### src/rtl/aud_i2s_codec_tx_if.sv
// aud_i2s_codec_tx_if: stereo sample pair valid/ready bus
//   left/right  two's complement sample pair
//   valid       pair valid (driven by master)
//   ready       receiver holding buffer empty (driven by slave)
interface aud_i2s_codec_tx_if #(
  parameter int DATA_W = 16
);
  logic [DATA_W-1:0] left;
  logic [DATA_W-1:0] right;
  logic valid;
  logic ready;
  modport master(output left, right, valid, input ready);
  modport slave(input left, right, valid, output ready);
endinterface

### src/rtl/aud_i2s_codec_tx.sv
// aud_i2s_codec_tx: codec-side I2S master transmitter for 16-bit stereo sample pairs
//   i_clk, i_rst_n   clock, synchronous active-low reset
//   i_en             run enable, sampled only at frame boundaries
//   smp              sample pair valid/ready bus, 1-deep holding buffer
//   o_AUD_BCLK       bit clock, f(i_clk)/(2*HALF_DIV)
//   o_AUD_ADCLRCK    word select, 0 = left slot, 1 = right slot
//   o_AUD_ADCDAT     serial data, MSB first, one BCLK after LRCK change
//   o_underrun       1-cycle pulse when a frame starts with an empty buffer
module aud_i2s_codec_tx #(
  parameter int DATA_W = 16,
  parameter int SLOT_BITS = 32,
  parameter int HALF_DIV = 2
) (
  input  logic i_clk,
  input  logic i_rst_n,
  input  logic i_en,
  aud_i2s_codec_tx_if.slave smp,
  output logic o_AUD_BCLK,
  output logic o_AUD_ADCLRCK,
  output logic o_AUD_ADCDAT,
  output logic o_underrun
);
  localparam int CW = $clog2(2 * SLOT_BITS);
  localparam int DVW = $clog2(HALF_DIV + 1);
  typedef enum logic {IDLE, RUN} state_t;
  state_t st_q, st_d;
  logic [DVW-1:0] div_q, div_d;
  logic [CW-1:0] bit_q, bit_d, bit_n, k;
  logic bclk_q, bclk_d, lrck_q, lrck_d, dat_q, dat_d, und_q, und_d, full_q, full_d;
  logic [DATA_W-1:0] bl_q, bl_d, br_q, br_d, sl_q, sl_d, sr_q, sr_d, sh;
  logic run, wrap, fall, fstart, load, accept;
  always_comb begin
    run = st_q == RUN;
    wrap = run && div_q == DVW'(HALF_DIV - 1);
    fall = wrap && bclk_q;
    bit_n = bit_q == CW'(2 * SLOT_BITS - 1) ? '0 : bit_q + CW'(1);
    // IDLE->RUN entry and the bitcnt wrap are both frame starts; i_en decides run or stop
    fstart = run ? fall && bit_n == '0 : i_en;
    load = fstart && i_en;
    accept = smp.valid && !full_q;
    k = bit_n >= CW'(SLOT_BITS) ? bit_n - CW'(SLOT_BITS) : bit_n;
    // slot bit k (1..DATA_W) lands in the MSB position after shifting by k-1
    sh = (bit_n >= CW'(SLOT_BITS) ? sr_q : sl_q) << (k - CW'(1));
    st_d = fstart ? (i_en ? RUN : IDLE) : st_q;
    div_d = (wrap || !run) ? '0 : div_q + DVW'(1);
    bclk_d = run && (bclk_q ^ wrap);
    bit_d = !run ? '0 : fall ? bit_n : bit_q;
    lrck_d = run && (fall ? bit_n >= CW'(SLOT_BITS) : lrck_q);
    dat_d = run && (fall ? (k != '0 && k <= CW'(DATA_W) && sh[DATA_W-1]) : dat_q);
    sl_d = load ? (full_q ? bl_q : '0) : sl_q;
    sr_d = load ? (full_q ? br_q : '0) : sr_q;
    bl_d = accept ? smp.left : bl_q;
    br_d = accept ? smp.right : br_q;
    full_d = accept || (full_q && !load);
    und_d = load && !full_q;
  end
  always_ff @(posedge i_clk) begin
    if (!i_rst_n) begin
      st_q <= IDLE;
      div_q <= '0;
      bit_q <= '0;
      bclk_q <= 1'b0;
      lrck_q <= 1'b0;
      dat_q <= 1'b0;
      und_q <= 1'b0;
      full_q <= 1'b0;
      bl_q <= '0;
      br_q <= '0;
      sl_q <= '0;
      sr_q <= '0;
    end else begin
      st_q <= st_d;
      div_q <= div_d;
      bit_q <= bit_d;
      bclk_q <= bclk_d;
      lrck_q <= lrck_d;
      dat_q <= dat_d;
      und_q <= und_d;
      full_q <= full_d;
      bl_q <= bl_d;
      br_q <= br_d;
      sl_q <= sl_d;
      sr_q <= sr_d;
    end
  end
  assign smp.ready = !full_q;
  assign o_AUD_BCLK = bclk_q;
  assign o_AUD_ADCLRCK = lrck_q;
  assign o_AUD_ADCDAT = dat_q;
  assign o_underrun = und_q;
endmodule

### src/flat_wrapper.sv
// flat-port wrapper written by rule: the top's interface ports become plain ports
module aud_i2s_codec_tx_flat 
#(
  parameter int DATA_W = 16,
  parameter int SLOT_BITS = 32,
  parameter int HALF_DIV = 2
)
  (i_clk, i_rst_n, i_en, o_AUD_BCLK, o_AUD_ADCLRCK, o_AUD_ADCDAT, o_underrun, smp_left, smp_right, smp_valid, smp_ready);
  aud_i2s_codec_tx_if #(.DATA_W(DATA_W)) smp_i ();
  input  logic i_clk;
  input  logic i_rst_n;
  input  logic i_en;
  output logic o_AUD_BCLK;
  output logic o_AUD_ADCLRCK;
  output logic o_AUD_ADCDAT;
  output logic o_underrun;
  input wire logic [$bits(smp_i.left)-1:0] smp_left;
  input wire logic [$bits(smp_i.right)-1:0] smp_right;
  input wire logic [$bits(smp_i.valid)-1:0] smp_valid;
  output wire logic [$bits(smp_i.ready)-1:0] smp_ready;
  assign smp_i.left = smp_left;
  assign smp_i.right = smp_right;
  assign smp_i.valid = smp_valid;
  assign smp_ready = smp_i.ready;
  aud_i2s_codec_tx #(.DATA_W(DATA_W), .SLOT_BITS(SLOT_BITS), .HALF_DIV(HALF_DIV)) u_core (.i_clk(i_clk), .i_rst_n(i_rst_n), .i_en(i_en), .smp(smp_i), .o_AUD_BCLK(o_AUD_BCLK), .o_AUD_ADCLRCK(o_AUD_ADCLRCK), .o_AUD_ADCDAT(o_AUD_ADCDAT), .o_underrun(o_underrun));
endmodule
### config.mk
export PLATFORM = sky130hd
export DESIGN_NAME = aud_i2s_codec_tx_flat
export DESIGN_NICKNAME = d
export VERILOG_FILES = /design/src/rtl/aud_i2s_codec_tx_if.sv /design/src/rtl/aud_i2s_codec_tx.sv /design/src/flat_wrapper.sv
export SDC_FILE = /design/constraint.sdc
export NUM_CORES = 1
export LEC_CHECK = 0
export ABC_AREA = 1
export ABC_CLOCK_PERIOD_IN_PS = 2110
export CORE_ASPECT_RATIO = 2
export CORE_UTILIZATION = 55
export CTS_BUF_LIST = sky130_fd_sc_hd__clkbuf_4 sky130_fd_sc_hd__clkbuf_8 sky130_fd_sc_hd__clkbuf_16
export DETAILED_ROUTE_END_ITERATION = 12
export MAX_ROUTING_LAYER = met4
export PLACE_DENSITY = 0.78
export SYNTH_ARGS = -nofsm -noshare
export SYNTH_HDL_FRONTEND = slang
export SYNTH_SLANG_ARGS = --single-unit
### constraint.sdc
create_clock -name i_clk -period 2.11 [get_ports i_clk]
set_input_delay 0.422 -clock i_clk [delete_from_list [all_inputs] [get_ports i_clk]]
set_output_delay 0.422 -clock i_clk [all_outputs]
set_load 0.005 [all_outputs]
# After elaboration in Yosys (flattened, before gate mapping)
# Cells that the tools add are included.
[word_totals] ff_bits=78 in_bits=36 out_inout_bits=5 word_cells=53
[op_classes] addsub=4 order_cmp=2 n_eq_ne=2 shifts=1 n_mux=9 n_bitwise=2 reduce_logical=21
[op_table] op="$mux W16" n=3
[op_table] op="$shl A16 B6 Y16" n=1
[op_table] op="$logic_and A1 B1 Y1" n=12
[op_table] op="$mux W6" n=2
[op_table] op="$add A6 B1 Y6 const B" n=1
[op_table] op="$eq A6 B6 Y1 const B" n=1
[op_table] op="$ge A6 B6 Y1 const B" n=1
[op_table] op="$le A6 B5 Y1 const B" n=1
[op_table] op="$logic_not A6 Y1" n=1
[op_table] op="$reduce_bool A6 Y1" n=1
[op_table] op="$sub A6 B1 Y6 const B" n=1
[op_table] op="$sub A6 B6 Y6 const B" n=1
[op_table] op="$mux W1" n=4
[op_table] op="$logic_not A1 Y1" n=3
[op_table] op="$add A2 B1 Y2 const B" n=1
[op_table] op="$eq A2 B1 Y1 const B" n=1
[op_table] op="$logic_or A1 B1 Y1" n=2
[op_table] op="$reduce_and A2 Y1" n=1
[op_table] op="$reduce_or A2 Y1" n=1
[op_table] op="$not A1 Y1" n=1
[op_table] op="$xor A1 B1 Y1" n=1

# Longest topological paths before layout
[logic_depth] word_depth=9 mapped_depth=15 mapped_depth_nobuf=15

# Worst setup path after synthesis
# No wires, ideal clock.
[synth_path] kind="reg2reg" from="register u_core.div_q[0]" to="register u_core.sr_q[12]" setup_time_ps=115 t_arrival_ps=1806 t_required_ps=1995 slack_ps=189 path_stages_with_launch=14 n_path_buf=2 path_cell_list="dfxtp_1 > ha_1 > nand2_1 > inv_1 > ha_1 > clkbuf_1 > inv_1 > nor2_1 > nand3_2 > nand2_4 > nand2_4 > buf_6 > nand3_1 > o21ai_2"
[synth_between] elab_chain_cells=6
[synth_lines] item="from (decl)" line_no="aud_i2s_codec_tx.sv:27" text="logic [DVW-1:0] div_q, div_d;"
[synth_lines] item="from (signal assigned)" line_no="aud_i2s_codec_tx.sv:73" text="div_q <= div_d;"
[synth_lines] item="$eq A2 B1 Y1" line_no="aud_i2s_codec_tx.sv:34" text="wrap = run && div_q == DVW'(HALF_DIV - 1);"
[synth_lines] item="$logic_and A1 B1 Y1" line_no="aud_i2s_codec_tx.sv:34"
[synth_lines] item="$logic_and A1 B1 Y1" line_no="aud_i2s_codec_tx.sv:35" text="fall = wrap && bclk_q;"
[synth_lines] item="net u_core.fall" line_no="aud_i2s_codec_tx.sv:31" text="logic run, wrap, fall, fstart, load, accept;"
[synth_lines] item="$logic_and A1 B1 Y1" line_no="aud_i2s_codec_tx.sv:38" text="fstart = run ? fall && bit_n == '0 : i_en;"
[synth_lines] item="$mux W1" line_no="aud_i2s_codec_tx.sv:38"
[synth_lines] item="$logic_and A1 B1 Y1" line_no="aud_i2s_codec_tx.sv:39" text="load = fstart && i_en;"
[synth_lines] item="to (signal assigned)" line_no="aud_i2s_codec_tx.sv:83" text="sr_q <= sr_d;"
[synth_lines] item="to (decl)" line_no="aud_i2s_codec_tx.sv:30" text="logic [DATA_W-1:0] bl_q, bl_d, br_q, br_d, sl_q, sl_d, sr_q, sr_d, sh;"
# The timed path passes the listed nets, and every way through them passes these cells.
# A chain may end at the register's enable or synchronous reset.

# Worst setup path in the final report
[layout_path] from="register u_core.bit_q[1]" to="register u_core.dat_q (netlist: u_core.o_AUD_ADCDAT)"
[layout_between] elab_chain_cells=9 word_cells_on_any_way=15 classes_between="3 x add/sub; 2 x order compare; 1 x eq/ne; 1 x shift; 4 x mux; 4 x reduce/logical"
[layout_lines] item="from (decl)" line_no="aud_i2s_codec_tx.sv:28" text="logic [CW-1:0] bit_q, bit_d, bit_n, k;"
[layout_lines] item="from (signal assigned)" line_no="aud_i2s_codec_tx.sv:74" text="bit_q <= bit_d;"
[layout_lines] item="$add A6 B1 Y6 / $eq A6 B6 Y1 (equally long branches)" line_no="aud_i2s_codec_tx.sv:36" text="bit_n = bit_q == CW'(2 * SLOT_BITS - 1) ? '0 : bit_q + CW'(1);"
[layout_lines] item="$mux W6 *" line_no="aud_i2s_codec_tx.sv:36"
[layout_lines] item="$sub A6 B6 Y6 / $ge A6 B6 Y1 (equally long branches)" line_no="aud_i2s_codec_tx.sv:41, aud_i2s_codec_tx.sv:43"
[layout_lines] item="$mux W6" line_no="aud_i2s_codec_tx.sv:41" text="k = bit_n >= CW'(SLOT_BITS) ? bit_n - CW'(SLOT_BITS) : bit_n;"
[layout_lines] item="$sub A6 B1 Y6, or another cell as far along" line_no="aud_i2s_codec_tx.sv:43" text="sh = (bit_n >= CW'(SLOT_BITS) ? sr_q : sl_q) << (k - CW'(1));"
[layout_lines] item="$shl A16 B6 Y16 / $logic_and A1 B1 Y1 (equally long branches)" line_no="aud_i2s_codec_tx.sv:43, aud_i2s_codec_tx.sv:49"
[layout_lines] item="$logic_and A1 B1 Y1 *" line_no="aud_i2s_codec_tx.sv:49" text="dat_d = run && (fall ? (k != '0 && k <= CW'(DATA_W) && sh[DATA_W-1]) : dat_q);"
[layout_lines] item="$mux W1 *" line_no="aud_i2s_codec_tx.sv:49"
[layout_lines] item="$logic_and A1 B1 Y1 *" line_no="aud_i2s_codec_tx.sv:49"
[layout_lines] item="to (signal assigned)" line_no="aud_i2s_codec_tx.sv:77" text="dat_q <= dat_d;"
[layout_lines] item="to (decl)" line_no="aud_i2s_codec_tx.sv:29" text="logic bclk_q, bclk_d, lrck_q, lrck_d, dat_q, dat_d, und_q, und_d, full_q, full_d;"
# Every way passes the cells marked *; elsewhere a longest branch is shown, timed or not.

==> impl_metrics.yaml <==
status:
  status: "completed"
cts:
  clkLatencyLatePin_ns: 0.33
  clockBufferDepth: 2
  numCtsBuffers: 9
  cts-root-buf: "clkbuf_16"
  clock-sinks: 78
  clk_pin_slew_ns: 0.06
  holdBufCountCts: 0
  htreeDepth: 3
  tritoncts: "built"
  postCtsSetupBuffers: 0
logic_synthesis:
  yosysWarnings: 0
  synthTopCellsByCount: "nor2_1 (79), dfxtp_1 (78), nand2_1 (69), nand3_1 (55), o21ai_0 (38)"
  yosys.cell_count.top_type: "nor2_1"
  async_flop_share: 0
  synth_area_leader_cell: "dfxtp_1"
  synth.area.top_cells: "dfxtp_1 (44%), nor2_1 (8.3%), nand3_1 (7.7%)"
  synthFlopType: "dfxtp_1"
  synth.cell_area_sq_mm: 0.00355
  ys_seq_area_frac: 0.439
  synth_cells: 459
  syn_nets: 498
  synth_cell_type_count: 31
  avgSynthCellArea_sq_um: 7.74
  synth_top_area_share: 0.439
  synth_edf_count: 0
  ys_seq_elements: 78
layout:
  drive_above_1_share: 0.160
  fin_area_sq_mm: 0.00439
  seq_area_sq_mm: 0.00156
  synthToLayoutAreaGrowth_pct: 23.5
  antenna_cells: 0
  fill_cells: 557
  multiInputGateArea_sq_mm: 0.00174
  final_nets: 535
power:
  total_power_mw: 3.60
  peakVddDrop_v: 0.000829
  p_per_area_mw_per_mm2: 821
  power_leakage_nw: 1.71
floorplanning:
  core_area_sq_mm: 0.00626
  dieWidth_microns: 58.8
  pin_count: 41
  die_y_microns: 116
  die_area_sq_mm: 0.00681
  rows: 41
  initial_core_util: 0.568
setup_path:
  critPathArrivalTime_ns: 2.19
  crit_cells: 14
  worstSetupPathType: "reg -> reg"
  cp.required_ns: 2.33
  endpoint_kind: "flip-flop"
  crit_family: "simple AND/OR/NAND/NOR gates"
  path_buf_inv: 1
  cp_cell_sequence: "ha_4, nand2_4, nor2_4, nand2_4, buf_4, nand2_8, nor2_1, nand3_1, nand2_1, nor2_1, nand2_1, nand3_2, nand3_2, a21oi_2"
  crit_fanout: 9
  rr_worst_depth: 14
  start_kind: "flip-flop"
  critPathSlowestCell: "dfxtp_2"
  crit_path_max_incr_delay_ns: 0.35
routing:
  num_vias: 3042
  wl_microns: 7910
  drtIter0Drc: 108
  drc: 0
  viasPerCell: 5.18
  firstDrtPassIters: 4
  postRouteAntennaNets: 0
  wl_per_cell_microns: 13.5
global_route:
  grt_pass1_wl_microns: 12800
  grt_max_degree: 42
  first_global_vias: 2834
  grtUsageTotal: 0.263
  antenna_found_initial: 0
  grt-ovfl-total: 0
place:
  placed_area_sq_mm: 0.00402
  gp_congestion: 0.896
  io_buffers: 40
  dp_hpwl_microns: 5900
  place_ws_ns: -0.0135
timing:
  finalHoldViolations: 0
  setup_ws_ns: 0.135
  setup_violations: 0
  worst_pin_slew_ns: 0.392
  final_max_slew_viol_count: 0
  finalCritPeriodShare: 0.936
  max_clock_freq_mhz: 506
  finalCriticalPeriod_ns: 1.97
  rsz0062_at_grt: "yes"
  slew_headroom: 0.739
  worst_clock_skew_ns: 0.00533
min_path:
  hold_class: "reg -> reg"
  min_path_cells: 1
flow_run:
  drv_cap: 0
area by class of cell:
class | count | area share
timing repair buffer | 52 | 0.116
sequential | 78 | 0.357
inverter | 33 | 0.0285
multi-input combinational | 322 | 0.396
clock buffer | 12 | 0.0608
tap | 86 | 0.0245
clock inverter | 4 | 0.0174
worst reg2reg max path, delay by kind of cell, from the launching register on:
kind	cells	cell delay, ns
simple gates	11	1.15
compound gates	1	0.05
flops	1	0.35
buf+inv	1	0.15
fa+ha+maj	1	0.17
kinds of logic (layout without fill, tap and decap cells):
group,Yosys count,after routing,share of synthesized area
flops,78,78,0.439
simple gates,227,227,0.307
fa+ha+maj,3,3,0.0106
buf+inv,59,101,0.0778
compound gates,92,92,0.165
cell usage in the layout (no fill, tap or decap), drive strengths merged:
cell,instances
nor2,84
dfxtp,78
nand2,77
o21ai,68
nand3,61
clkdlybuf4s50,39
inv,32
buf,13
a21oi,12
clkbuf,12
o211ai,6
a211oi,4
ha,3
o21bai,2
nand3b,2
nor3,2
bufinv,2
clkinv,2
nand4,1
clkinvlp,1
final timing paths:
kind,startpoint,slack [ns],to
max reg2reg,u_core.bit_q[1]$_SDFFE_PN0P_,0.14,u_core.o_AUD_ADCDAT$_SDFF_PN0_
max,u_core.bit_q[1]$_SDFFE_PN0P_,0.14,u_core.o_AUD_ADCDAT$_SDFF_PN0_
min,u_core.div_q[0]$_SDFF_PP0_,0.43,u_core.div_q[0]$_SDFF_PP0_
min reg2reg,u_core.div_q[0]$_SDFF_PP0_,0.43,u_core.div_q[0]$_SDFF_PP0_
layer usage:
metal	vias to the layer above	track usage	wire (microns)
li1	1583	-	-
met1	1390	0.259	3050
met2	47	0.467	4350
met3	22	0.0558	176
met4	0	0.143	333
met5	-	-	0
where the power goes:
part / switching [mW] / internal [mW]
Combinational: 0.171 / 0.134
Sequential: 0.0352 / 1.54
Clock: 0.583 / 1.14
Total: 0.789 / 2.81
stage by stage:
stage          hold WS [ns]  std cells   util  setup TNS, ns
5_1_grt               0.468        587  0.701        -0.0263
6_report              0.435        587  0.701              0
3_3_place_gp          0.415        571  0.642              0
3_5_place_dp          0.432        571  0.642        -0.0135
4_1_cts               0.440        587  0.698              0
2_1_floorplan         0.408        459      -              0
flip-flops by register name, summed over array words and instances (netlist names), 2 cells and up:
name          cells
u_core.div_q      2
u_core.sr_q      16
u_core.sl_q      16
u_core.bl_q      16
u_core.br_q      16
u_core.bit_q      6
repair_timing:
item | in CTS | in global routing
endpoints found under the setup margin | 1 | 10
gates resized for setup | 2 | 3
pin swaps | 0 | 2
Note: power is estimated with default switching activity, not from simulation.
==> edit 1 (config.mk and constraints unchanged) <==
`HALF_DIV` is set to 2 in 2 places; all go to 1. Comments in the files are not updated.
--- a/src/rtl/aud_i2s_codec_tx.sv
+++ b/src/rtl/aud_i2s_codec_tx.sv
@@ -9,7 +9,7 @@
 module aud_i2s_codec_tx #(
   parameter int DATA_W = 16,
   parameter int SLOT_BITS = 32,
-  parameter int HALF_DIV = 2
+  parameter int HALF_DIV = 1
 ) (
   input  logic i_clk,
   input  logic i_rst_n,
--- a/src/flat_wrapper.sv
+++ b/src/flat_wrapper.sv
@@ -3,7 +3,7 @@
 #(
   parameter int DATA_W = 16,
   parameter int SLOT_BITS = 32,
-  parameter int HALF_DIV = 2
+  parameter int HALF_DIV = 1
 )
   (i_clk, i_rst_n, i_en, o_AUD_BCLK, o_AUD_ADCLRCK, o_AUD_ADCDAT, o_underrun, smp_left, smp_right, smp_valid, smp_ready);
   aud_i2s_codec_tx_if #(.DATA_W(DATA_W)) smp_i ();
Formal check against the unedited RTL: not equivalent (Yosys sat finds a counterexample within 4 cycles, from zero or initial values and one cycle with i_rst_n low).
==> edit 1 against the unedited design <==
The run now ends with design-rule violations left; worst hold slack got worse by 0.0011 ns; area after synthesis is 4.6% lower; via count decreased by 2.1%; sequential cell count down 1; fmax grew 0.88%; routed wire length is 3.0% lower; utilization up 0.20 points; setup slack better by 0.017 ns; final area is 4.6% lower; power is 9.1% lower; critical endpoint is now u_core.sl_q[4]$_SDFFE_PN0P_.
==> edit 1: results (changes against the unedited design) <==
| Metric | Value |
|---|---|
| Total length of routed met2 wires | `4100 um (was 4350 um)` |
| Via count of the first global-routing pass | `2855 (was 2834)` |
| Met1 track utilization from global routing | `27.1% (was 25.9%)` |
| Area after detailed placement | `0.00383 sq mm (was 0.00402 sq mm)` |
| Synthesized area per cell | `7.49 sq um (was 7.74 sq um)` |
| Register area share after synthesis | `45.5% (was 43.9%)` |
| Reg2Reg Depth | `12 (was 14)` |
| GR Util met2 | `45.2% (was 46.7%)` |
| Post-CTS sizing | `0 (was 2)` |
| Flop2flop setup slack | `0.15 ns (was 0.14 ns)` |
| WHS Endpoint | `u_core.sl_q[15]$_SDFFE_PN0P_ (was u_core.div_q[0]$_SDFF_PP0_)` |
| Share of total power in the clock network | `43.1% (was 47.7%)` |
| Placer Congestion | `0.833 (was 0.896)` |
| Static leakage | `1.65 nW (was 1.71 nW)` |
| Number of vias per cell | `5.32 (was 5.18)` |
| Net count, final | `531 (was 535)` |
| GRT met3 Usage | `6.06% (was 5.58%)` |
| Pwr/cell area | `782 mW/mm^2 (was 821 mW/mm^2)` |
| Number of DRC violations after detailed-routing iteration 0 | `96 (was 108)` |
| Worst slack on hold paths | `0.434 ns (was 0.435 ns)` |
| Outcome | `finished with violations (was finished, final reports clean)` |
| Failing checks | `design-rule violations` |
| Number of search-and-repair iterations in the first detailed-routing pass | `8 (was 4)` |
| Number of design rule violations left after detail routing | `1 (was 0)` |
| Highest fanout seen on the critical path | `38 (was 9)` |
| Cell count of the worst hold path | `3 (was 1)` |
| Most area-consuming cells after synthesis | `dfxtp_1 (45%), nor2_1 (9.0%), nand3_1 (8.3%), nand2_1 (6.9%), o21ai_0 (6.8%) (was dfxtp_1 (44%), nor2_1 (8.3%), nand3_1 (7.7%), nand2_1 (7.3%), o21ai_2 (6.2%))` |
| Share of final-layout standard cells stronger than drive strength 1 | `13.3% (was 16.0%)` |
## edit 1: changes by cell type in the layout (fill, tap and decap cells not counted), sizes merged, moves of 2 or more
cell | unedited run | this run
o21ai | 68 | 66
nand2 | 77 | 70
a211oi | 4 | 7
buf | 13 | 17
bufinv | 2 | 0
nand3 | 61 | 58
nor3 | 2 | 0
## edit 1: worst max-delay path by stage
stage / slack, ns / from / cells past startpoint / to
final: 0.15 / u_core.bit_q[1]$_SDFFE_PN0P_ / 12 / u_core.sl_q[4]$_SDFFE_PN0P_
after global routing: 0.02 / u_core.bit_q[1]$_SDFFE_PN0P_ / 13 / u_core.o_AUD_ADCDAT$_SDFF_PN0_
after CTS: 0.02 / u_core.bit_q[1]$_SDFFE_PN0P_ / 12 / u_core.o_AUD_ADCDAT$_SDFF_PN0_
after detailed placement: 0.06 / u_core.bit_q[1]$_SDFFE_PN0P_ / 12 / u_core.o_AUD_ADCDAT$_SDFF_PN0_
after global placement: 0.08 / u_core.bit_q[1]$_SDFFE_PN0P_ / 13 / u_core.o_AUD_ADCDAT$_SDFF_PN0_
after floorplan: 0.24 / u_core.run$_SDFFE_PN0P_ / 13 / u_core.sl_q[14]$_SDFFE_PN0P_
## edit 1: kinds of logic after synthesis
logic type | count (synthesis) | share of synthesized area (%)
other | 1 | 0.111
buffers and inverters | 60 | 8.15
AND/OR/NAND/NOR | 216 | 28.6
flip-flops | 77 | 45.5
adder cells (fa/ha/maj) | 2 | 0.738
XOR/XNOR | 2 | 0.517
AO/OA/AOI/OAI | 95 | 16.5
## edit 1: final cells by class
cell class / count / area, sq um
Inverter: 33 / 124
Multi-Input combinational cell: 316 / 1620
Clock inverter: 2 / 10.0
Fill cell: 497 / 1770
Sequential cell: 77 / 1540
Tap cell: 63 / 78.8
Clock buffer: 13 / 262
Timing Repair Buffer: 56 / 544
==> edit 2 (same settings) <==
Without the edit above. Take the reset off `br_q` and load it in a clocked block of its own.
--- a/src/rtl/aud_i2s_codec_tx.sv
+++ b/src/rtl/aud_i2s_codec_tx.sv
@@ -65,7 +65,6 @@
       und_q <= 1'b0;
       full_q <= 1'b0;
       bl_q <= '0;
-      br_q <= '0;
       sl_q <= '0;
       sr_q <= '0;
     end else begin
@@ -78,10 +77,13 @@
       und_q <= und_d;
       full_q <= full_d;
       bl_q <= bl_d;
-      br_q <= br_d;
       sl_q <= sl_d;
       sr_q <= sr_d;
     end
+  end
+
+  always_ff @(posedge i_clk) begin
+    br_q <= br_d;
   end
   assign smp.ready = !full_q;
   assign o_AUD_BCLK = bclk_q;
Behaviour: same outputs for any inputs over 10 cycles, from zero or initial values and one cycle with i_rst_n low; that may be too few to reach the edited logic, so the function may still have changed.
==> edit 2 against the unedited design <==
Setup slack lost 0.0065 ns; utilization grew 1.1 points; power fell by 1.7%; area after synthesis is 2.0% lower; sequential power is 3% higher; critical endpoint is now u_core.sr_q[7]$_SDFFE_PN0P_; die area decreased by 1.9%; fmax is 0.33% lower; routed wire length shrank 3.4%; sequential cell count unchanged; final area decreased by 1.7%.
==> edit 2: results (changes against the unedited design) <==
| Metric | Value |
|---|---|
| Largest stage delay, worst path | `0.37 ns (was 0.35 ns)` |
| Combined global-route utilization of all metal layers | `26.1% (was 26.3%)` |
| Post-DP HPWL | `5570 um (was 5900 um)` |
| Num CTS Buffers | `9 (unchanged)` |
| Number of DRC violations after detailed-routing iteration 0 | `98 (was 108)` |
| Number of buffers on the longest clock path | `2 (unchanged)` |
| Reg2Reg Depth | `12 (was 14)` |
| Highest fanout seen on the critical path | `25 (was 9)` |
| Buffers added on ports | `40 (unchanged)` |
| Largest vdd supply drop | `691 uV (was 829 uV)` |
| Placer Congestion | `0.884 (was 0.896)` |
| Number of vias per cell | `5.28 (was 5.18)` |
| Outcome | `finished, final reports clean (unchanged)` |
| Number of synthesized flops with an enable pin | `16 (was 0)` |
| Post-Synthesis Net Count | `438 (was 498)` |
| Drt wl/cell | `14.4 um (was 13.5 um)` |
| Most numerous cell types in the synthesized netlist | `dfxtp_1 (62), nand2_1 (55), nand3_1 (50), nor2_1 (46), inv_1 (30) (was nor2_1 (79), dfxtp_1 (78), nand2_1 (69), nand3_1 (55), o21ai_0 (38))` |
| Reg2Reg Launch Point | `u_core.bit_q[1]$_SDFFE_PN0P_ (unchanged)` |
| Number of search-and-repair iterations in the first detailed-routing pass | `5 (was 4)` |
| Share of final-layout standard cells stronger than drive strength 1 | `16.8% (was 16.0%)` |
| Number of different library cells in the post-synthesis netlist | `38 (was 31)` |
| Setup skew after layout | `0.00281 ns (was 0.00533 ns)` |
| Critical Path Start Type | `flop (unchanged)` |
| GRT met3 Usage | `5.99% (was 5.58%)` |
| Met1 track utilization from global routing | `24.3% (was 25.9%)` |
| Static leakage | `1.66 nW (was 1.71 nW)` |
| First-pass GRT wire length | `12400 um (was 12800 um)` |
| Via count of the first global-routing pass | `2765 (was 2834)` |
| Maximum number of pins on one net before global-route repair | `43 (was 42)` |
| Most area-consuming cells after synthesis | `dfxtp_1 (36%), edfxtp_1 (14%), nand3_1 (7.2%), nand2_1 (5.9%), nor2_1 (5.0%) (was dfxtp_1 (44%), nor2_1 (8.3%), nand3_1 (7.7%), nand2_1 (7.3%), o21ai_2 (6.2%))` |
| Antenna violations before repair | `0 (unchanged)` |
| Filler cells | `457 (was 557)` |
| Register area share after synthesis | `49.4% (was 43.9%)` |
| GR Util met2 | `46.4% (was 46.7%)` |
| Max_slew headroom | `73.1% (was 73.9%)` |
| Clock transition at path regs | `0.06 ns (about the same)` |
| WHS Endpoint | `u_core.div_q[0]$_SDFF_PP0_ (unchanged)` |
| Area after detailed placement | `0.00395 sq mm (was 0.00402 sq mm)` |
| FF-to-FF End | `u_core.sr_q[7]$_SDFFE_PN0P_ (was u_core.o_AUD_ADCDAT$_SDFF_PN0_)` |
| Net count, final | `481 (was 535)` |
| Diode insertion count for antenna repair | `0 (unchanged)` |
| Max-capacitance violation count | `0 (unchanged)` |
## edit 2: cell types whose count changed after synthesis, sizes merged, moves of 10 or more
cell | unedited run | this run
nor2 | 84 | 51
edfxtp | 0 | 16
o21ai | 68 | 47
nand2 | 77 | 67
dfxtp | 78 | 62
## edit 2: worst max-delay path, delay by kind of cell (launching register included)
family / cells / cell delay [ns]
compound gates: 1 / 0.19
buf+inv: 2 / 0.27
fa+ha+maj: 1 / 0.22
simple gates: 8 / 0.84
flops: 1 / 0.37
## edit 2: area by class of cell
type                            instances  area, sq um  area share [%]
Sequential cell                        78         1720            39.9
Multi-Input combinational cell        267         1550            36.0
Timing Repair Buffer                   51          487            11.3
Clock buffer                           11          240            5.57
Inverter                               35          134            3.10
Tap cell                               84          105            2.44
Clock inverter                          5         73.8            1.71
## edit 2: cells by family (layout without fill, tap and decap cells)
| family | count (synthesis) | count (layout) | synth area share [%] |
|---|---|---|---|
| and+or+nand+nor | 177 | 178 | 26.0 |
| AOI/OAI and AO/OA | 84 | 84 | 15.3 |
| DFF | 78 | 78 | 49.4 |
| buffers and inverters | 55 | 102 | 7.44 |
| adders and majority gates | 3 | 3 | 1.08 |
| xor gates and xnor gates | 2 | 2 | 0.719 |
## edit 2: what timing repair did
item / in CTS / in global routing
buffers inserted: 0 / 0
cloned: 0 / 1
setup endpoints to repair: 24 / 35
resized for setup: 1 / 9
pin swaps: 0 / 1
## edit 2: worst max path at each step
stage | end | slack, ns | depth (start not counted)
after floorplan | u_core.sl_q[11]$_SDFFE_PN0P_ | 0.14 | 13
after global placement | u_core.sl_q[9]$_SDFFE_PN0P_ | 0.03 | 12
after detailed placement | u_core.sl_q[1]$_SDFFE_PN0P_ | -0.07 | 12
after CTS | u_core.sl_q[1]$_SDFFE_PN0P_ | 0.007 | 12
after global routing | u_core.o_AUD_ADCDAT$_SDFF_PN0_ | 0.02 | 13
final | u_core.sr_q[7]$_SDFFE_PN0P_ | 0.13 | 12
## edit 2: per-stage QoR
step | hold slack (ns) | util, % | power (W) | cells | setup slack [ns]
3_3_place_gp | 0.416 | 65.1 | 0.00194 | 514 | 0.0291
5_1_grt | 0.462 | 71.2 | 0.00367 | 531 | 0.0163
6_report | 0.427 | 71.2 | 0.00354 | 531 | 0.129
3_5_place_dp | 0.426 | 65.1 | 0.00195 | 514 | -0.0732
2_1_floorplan | 0.408 | - | 0.00183 | 399 | 0.144
4_1_cts | 0.434 | 70.5 | 0.00355 | 530 | 0.00657
## edit 2: power by group
group          internal [W]  switching (W)  total (W)
combinational      0.000130       0.000167   0.000298
sequential          0.00160      0.0000333    0.00163
clock               0.00105       0.000558    0.00161
## edit 2: routing by layer
metal | vias up | part of all wire [%]
met5 | - | 0
met4 | 0 | 4.9
met3 | 28 | 3.1
met2 | 59 | 56
met1 | 1289 | 36
li1 | 1428 | -
